File: src/rtl/postadder_nthread.sv
// rtl/postadder_nthread.sv - thread-interleaved recombination of three partial products into (Z0, Z1).
// Optional mode-11 negation is built only when POSTADDER_NEG_EN is defined.
module postadder_nthread #(
  parameter int W         = 64,
  parameter int N_THREADS = 4
) (
  input  logic                         clk,
  input  logic                         rst,
  input  logic                         in_valid,
  input  logic                         in_sof,
  input  logic [W-1:0]                 in_data,
  input  logic [1:0]                   mode,
  output logic                         out_valid,
  output logic [$clog2(N_THREADS)-1:0] out_thread,
  output logic [W-1:0]                 Z0,
  output logic [W-1:0]                 Z1,
  output logic                         sync_err
);
  localparam int TW = $clog2(N_THREADS);

  logic [TW-1:0] t, t_eff;
  logic [1:0]    ph, ph_eff;
  logic          resync;

  logic [W-1:0] p0_mem   [N_THREADS];
  logic [W-1:0] p1_mem   [N_THREADS];
  logic [W-1:0] s_mem    [N_THREADS];
  logic [W-1:0] d_mem    [N_THREADS];
  logic [1:0]   mode_mem [N_THREADS];

  logic [W-1:0] z0_n, z1_n;

  // A start-of-group beat is always processed as thread 0 / phase 0.
  always_comb begin
    resync = in_valid && in_sof;
    t_eff  = resync ? '0 : t;
    ph_eff = resync ? 2'd0 : ph;
  end

  always_comb begin
    z0_n = '0;
    z1_n = '0;
    case (mode_mem[t_eff])
      2'b00: begin
        z0_n = p0_mem[t_eff];
        z1_n = p1_mem[t_eff];
      end
      2'b01: begin
        z0_n = d_mem[t_eff];
        z1_n = in_data - s_mem[t_eff];
      end
      2'b10: begin
        z0_n = s_mem[t_eff];
        z1_n = in_data;
      end
      default: begin
`ifdef POSTADDER_NEG_EN
        z0_n = '0 - p0_mem[t_eff];
        z1_n = '0 - p1_mem[t_eff];
`else
        z0_n = '0;
        z1_n = '0;
`endif
      end
    endcase
  end

  always_ff @(posedge clk) begin
    if (rst) begin
      t          <= '0;
      ph         <= 2'd0;
      out_valid  <= 1'b0;
      out_thread <= '0;
      Z0         <= '0;
      Z1         <= '0;
      sync_err   <= 1'b0;
      for (int i = 0; i < N_THREADS; i++) begin
        p0_mem[i]   <= '0;
        p1_mem[i]   <= '0;
        s_mem[i]    <= '0;
        d_mem[i]    <= '0;
        mode_mem[i] <= 2'b00;
      end
    end else begin
      out_valid <= in_valid && (ph_eff == 2'd2);
      if (in_valid) begin
        if (resync && (t != '0 || ph != 2'd0))
          sync_err <= 1'b1;
        case (ph_eff)
          2'd0: begin
            p0_mem[t_eff]   <= in_data;
            mode_mem[t_eff] <= mode;
          end
          2'd1: begin
            p1_mem[t_eff] <= in_data;
            s_mem[t_eff]  <= p0_mem[t_eff] + in_data;
            d_mem[t_eff]  <= p0_mem[t_eff] - in_data;
          end
          default: begin
            Z0         <= z0_n;
            Z1         <= z1_n;
            out_thread <= t_eff;
          end
        endcase
        if (t_eff == TW'(N_THREADS - 1)) begin
          t  <= '0;
          ph <= (ph_eff == 2'd2) ? 2'd0 : ph_eff + 2'd1;
        end else begin
          t  <= t_eff + 1'b1;
          ph <= ph_eff;
        end
      end
    end
  end
endmodule

File: config.mk
export PLATFORM = sky130hd
export DESIGN_NAME = postadder_nthread
export DESIGN_NICKNAME = d
export VERILOG_FILES = /design/src/rtl/postadder_nthread.sv
export SDC_FILE = /design/constraint.sdc
export NUM_CORES = 2
export LEC_CHECK = 0
export BUFFER_PORTS_ARGS = -buffer_cell sky130_fd_sc_hd__buf_4
export CAP_MARGIN = 20
export CORE_MARGIN = 4
export CORE_UTILIZATION = 57
export CTS_BUF_LIST = sky130_fd_sc_hd__clkbuf_4 sky130_fd_sc_hd__clkbuf_8 sky130_fd_sc_hd__clkbuf_16
export CTS_CLUSTER_SIZE = 24
export DETAILED_ROUTE_END_ITERATION = 10
export MAX_ROUTING_LAYER = met4
export PLACE_DENSITY = 0.77
export SLEW_MARGIN = 25
export SYNTH_ARGS = -nofsm -noshare
export SYNTH_HDL_FRONTEND = slang
export SYNTH_SLANG_ARGS = --single-unit
File: constraint.sdc
create_clock -name clk -period 8.7 [get_ports clk]
set_input_delay 2.175 -clock clk [delete_from_list [all_inputs] [get_ports clk]]
set_output_delay 2.175 -clock clk [all_outputs]
set_load 0.005 [all_outputs]
# Yosys cells after proc, flatten, opt, wreduce, memory -nomap -nowiden
# Memory sizes are Yosys's and may differ from the RTL's.
# Index checks and enable logic that the tools add are counted.
dict set report totals {
  reg_bits 136
  latchBits 0
  ramBits 1032
  romBits 0
  output_inout_bits 132
  elab_cells 71
  memories 5
}
# memory words width rd rd_ports_with_merged_regs wr line_no
set memory_table {}
lappend memory_table {d_mem 4 64 1 0 4 28} ;# logic [W-1:0] d_mem [N_THREADS];
lappend memory_table {p0_mem 4 64 1 0 4 25} ;# logic [W-1:0] p0_mem [N_THREADS];
lappend memory_table {p1_mem 4 64 1 0 4 26} ;# logic [W-1:0] p1_mem [N_THREADS];
lappend memory_table {s_mem 4 64 1 0 4 27} ;# logic [W-1:0] s_mem [N_THREADS];
lappend memory_table {mode_mem 4 2 1 0 4 29} ;# logic [1:0] mode_mem [N_THREADS];
dict set report classes {
  add_sub_neg 5
  mul 0
  n_div 0
  magnitude_cmp 0
  eq_ne 5
  shift 0
  n_mux 32
  bitwise 1
  reduce_logical 16
}
# op count
set op_table {}
lappend op_table {{case mux 64 bit (3 select lines)} 2}
lappend op_table {{two-way mux 64 bit} 4}
lappend op_table {{OR reduction 64 bit} 4}
lappend op_table {{subtractor 64 bit} 2}
lappend op_table {{adder 64 bit} 1}
lappend op_table {{two-way mux 2 bit} 11}
lappend op_table {{two-way mux 1 bit} 15}
lappend op_table {{equality test 2 bit, second input constant} 3}
lappend op_table {{adder 2 x 1 -> 2 bit, second input constant} 2}
lappend op_table {{equality test 2 x 1 -> 1 bit, second input constant} 2}
lappend op_table {{zero test 2 bit} 2}
lappend op_table {{AND reduction 2 bit} 2}
lappend op_table {{nonzero test 2 bit} 2}
lappend op_table {{OR reduction 2 bit} 2}
lappend op_table {{logical AND 1 bit} 3}
lappend op_table {{logical OR 1 bit} 1}
lappend op_table {{inverter 1 bit} 1}

# Logic depth before layout (Yosys ltp)
dict set report logic_depth {
  word_depth 9
  mapped_depth 24
  mapped_depth_nobuf 21
}

# Worst setup path after synthesis
# Ideal clock, no wire load.
dict set report synth_timing {
  path_type {input to register}
  start {input port in_valid}
  end {memory d_mem[0][0], enable pin}
  arrival_time_ns 7.971
  slack_ns 0.144
  stages 7
  path_cell_list {clkbuf_1 > nand2_1 > nand2_1 > clkbuf_1 > buf_1 > nand3_1 > nand2b_1}
}
# element line_no
set synth_rtl {}
lappend synth_rtl {{start, declared} 9} ;# input logic in_valid,
lappend synth_rtl {{end, declared} 28}

==> flow_metrics.py <==
metrics = {
    "clock_network": {
        "postCtsHoldBufs": 0,
        "post-cts-setup-buffers": 0,
        "cts_resized": 0,
        "cts_buffers": 120,
        "insertion_delay_ns": 0.73,
        "clock_path_buffers": 3,
        "cts_tree": "yes",
        "ctsRootBufferMaster": "clkbuf_16",
        "cts_sinks": 1164,
        "htreeDepth": 3,
        "path_clk_slew_ns": 0.06,
    },
    "place": {
        "place_ws_ns": 0.366,
        "placed_area_um2": 63800,
        "place_congestion": 1.08,
        "port-buffer-count": 201,
        "dp_hpwl_um": 142000,
    },
    "cells_and_area": {
        "final_common_cell": "nor2_1",
        "postLayoutCoreUtil_pct": 64.1,
        "nFillCells": 8401,
        "syn2layout_area_growth_pct": 11.0,
        "fin_nets": 6419,
        "fin_area_um2": 67900,
        "layout-drive-gt1-share_pct": 9.57,
        "layout_common_cells": "nor2_1, edfxtp_1, nand2_1",
    },
    "worst_setup_path": {
        "crit_required_ns": 9.14,
        "cp-end-kind": "flop",
        "arrival_ns": 8.11,
        "reg2reg_depth": 19,
        "rrSetupSlack_ns": 2.08,
        "cp-start-kind": "primary input",
        "cp_max_fo": 34,
        "r2r-end": "d_mem[0][61]$_SDFFCE_PN0P_",
        "path_class": "in -> reg",
        "reg2reg_from": "t[0]$_SDFFE_PP0P_",
    },
    "die": {
        "ios": 202,
        "initial_core_util_pct": 57.8,
        "die_y_um": 336,
        "die_area_um2": 113000,
        "fp-row-count": 119,
        "coreArea_um2": 106000,
        "die_w_um": 336,
    },
    "route": {
        "antenna_left": 0,
        "wirelength_um": 220000,
        "route.detailed.wl_per_inst_um": 28.7,
        "viasPerCell": 6.80,
        "vias": 52100,
        "drc": 0,
        "drtIter0Drc": 7011,
        "drt_first_pass_iters": 7,
    },
    "sta": {
        "setup_viol": 0,
        "hold_slack_ns": 0.455,
        "post-route-period-util_pct": 88.2,
        "hold_viol": 0,
        "maxClockFrequency_ghz": 0.130,
        "worst_slew_pin_slew_ns": 1.19,
        "timing.slew.headroom_pct": 20.6,
        "skew_ns": 0.0346,
        "finalMaxSlewViolations": 0,
        "tns_ns": 0,
        "setup_slack_ns": 1.03,
        "min_period_ns": 7.67,
        "rsz0062_at_grt": "no",
    },
    "job": {
        "max-cap-violations": 0,
    },
    "global_routing": {
        "grt_pass1_wl_um": 321000,
        "grt_pass1_vias": 48900,
        "antenna_found_initial": 7,
        "grt.total_usage_pct": 39.2,
        "grt_max_degree": 213,
        "overflow": 0,
    },
    "hold_path": {
        "hold_path_class": "reg -> reg",
        "holdPathEnd": "out_thread[1]$_SDFFE_PP0P_",
        "hp-start": "out_thread[1]$_SDFFE_PP0P_",
        "min_path_cells": 2,
    },
    "synth": {
        "synthCells": 6208,
        "synth-edff-count": 1028,
        "yosysWarnings": 0,
        "post_synth.cell_area_avg_um2": 9.85,
        "yosysSeqAreaShare_pct": 54.9,
        "ys_async_sr_fraction_pct": 0,
        "synth.distinct_cells": 95,
        "ys.flop_type": "edfxtp_1",
        "synth_area_um2": 61100,
        "synth-seq-cells": 1164,
        "synth_nets": 6472,
    },
    "pwr": {
        "p_leak_nw": 25.4,
        "vdd_drop_max_v": 0.000166,
        "p_per_area_nw_per_um2": 216,
    },
    "outcome": {
        "status": "complete, no violations",
    },
}
synth_stat cells, types with 13 or more instances:
cell type	number	share of area (%)
a211oi_1	16	0.20
a21o_1	65	0.80
a21oi_1	402	3.3
a311oi_1	18	0.26
a31oi_1	168	1.7
a32o_1	71	1.2
a32oi_1	42	0.60
and2_1	24	0.25
and3_1	24	0.25
buf_1	43	0.26
buf_2	19	0.16
clkbuf_1	419	2.6
clkinv_1	62	0.38
dfxtp_1	136	4.5
edfxtp_1	1028	50
ha_1	191	3.9
inv_1	152	0.93
mux2i_1	50	0.82
nand2_1	630	3.9
nand2b_1	27	0.28
nand3_1	51	0.42
nand4_1	38	0.39
nor2_1	1165	7.2
nor2b_1	24	0.25
nor3_1	193	1.6
nor4_1	152	1.6
o211ai_1	62	0.76
o21a_1	13	0.16
o21ai_0	304	2.5
o21ai_1	34	0.28
o21bai_1	46	0.56
o221ai_1	88	1.3
o31ai_1	17	0.21
o32ai_1	64	0.92
or3_1	13	0.13
xnor2_1	133	1.9
xor2_1	38	0.54
power by group:
group	switching (W)	internal, W	total [W]
combinational	0.00223	0.000874	0.00310
sequential	0.0000617	0.00627	0.00633
clock	0.00221	0.00304	0.00525
per-layer routing:
layer | up-vias | global-route usage, % | share of wire (%)
li1 | 22600 | - | -
met5 | - | - | 0
met1 | 25100 | 49.7 | 36
met4 | 0 | 21.1 | 6.9
met3 | 692 | 6.17 | 10
met2 | 3695 | 61.2 | 46
critical path, stage by stage:
cell,delay (ns)
buf_4,0.14
nand2_1,0.23
nand2_4,0.12
inv_8,0.20
nand2_4,0.37
buf_4,0.33
o32ai_1,0.13
a31oi_1,0.12
ha_1,0.47
o21a_1,0.18
o31a_1,0.17
o21ai_1,0.18
a2111oi_1,0.84
buf_4,0.24
o2111ai_1,0.44
a21oi_1,0.56
o21ai_1,0.36
o31a_1,0.36
o21ai_1,0.16
xnor2_1,0.21
nor2_1,0.08
metrics by stage:
step / power [W] / cells
after global routing: 0.0151 / 7655
after global placement: 0.00942 / 7424
after detailed placement: 0.00943 / 7424
final: 0.0147 / 7655
after floorplan: 0.00837 / 6208
after CTS: 0.0146 / 7650
sequential cells by signal, summed over array words and instances, names as in the netlist, 8 cells and up:
signal and cells:
Z0 64, s_mem 252, p0_mem 256, p1_mem 256
Z1 64, d_mem 256, mode_mem 8
layout make-up:
type | count | area, um^2 | share of cell area [%]
Inverter | 220 | 843 | 1.24
Sequential cell | 1164 | 33600 | 49.5
Timing Repair Buffer | 307 | 2580 | 3.80
Multi-Input combinational cell | 4342 | 25100 | 37.0
Tap cell | 1391 | 1740 | 2.56
Antenna cell | 5 | 12.5 | 0.0184
Clock inverter | 60 | 569 | 0.839
Clock buffer | 166 | 3450 | 5.08
kinds of logic after synthesis:
kind of cell / synth area share [%]
buffers and inverters: 4.35
multiplexers: 0.855
AO/OA/AOI/OAI: 16.7
adder cells (fa/ha/maj): 4.01
XOR/XNOR: 2.45
flip-flops: 54.9
AND/OR/NAND/NOR: 16.7
worst max-delay path by stage:
stage	startpoint	slack (ns)	cells after the start	end
3_5_place_dp	in_valid	0.37	21	d_mem[2][61]$_SDFFCE_PN0P_
5_1_grt	in_valid	0.98	21	d_mem[0][61]$_SDFFCE_PN0P_
6_report	in_valid	1.03	21	d_mem[0][61]$_SDFFCE_PN0P_
4_1_cts	in_valid	1.12	21	d_mem[2][61]$_SDFFCE_PN0P_
2_1_floorplan	in_valid	0.14	7	d_mem[0][0]$_SDFFCE_PN0P_
3_3_place_gp	in_valid	0.46	21	d_mem[0][61]$_SDFFCE_PN0P_
Note: power is estimated with default switching activity, not from simulation.
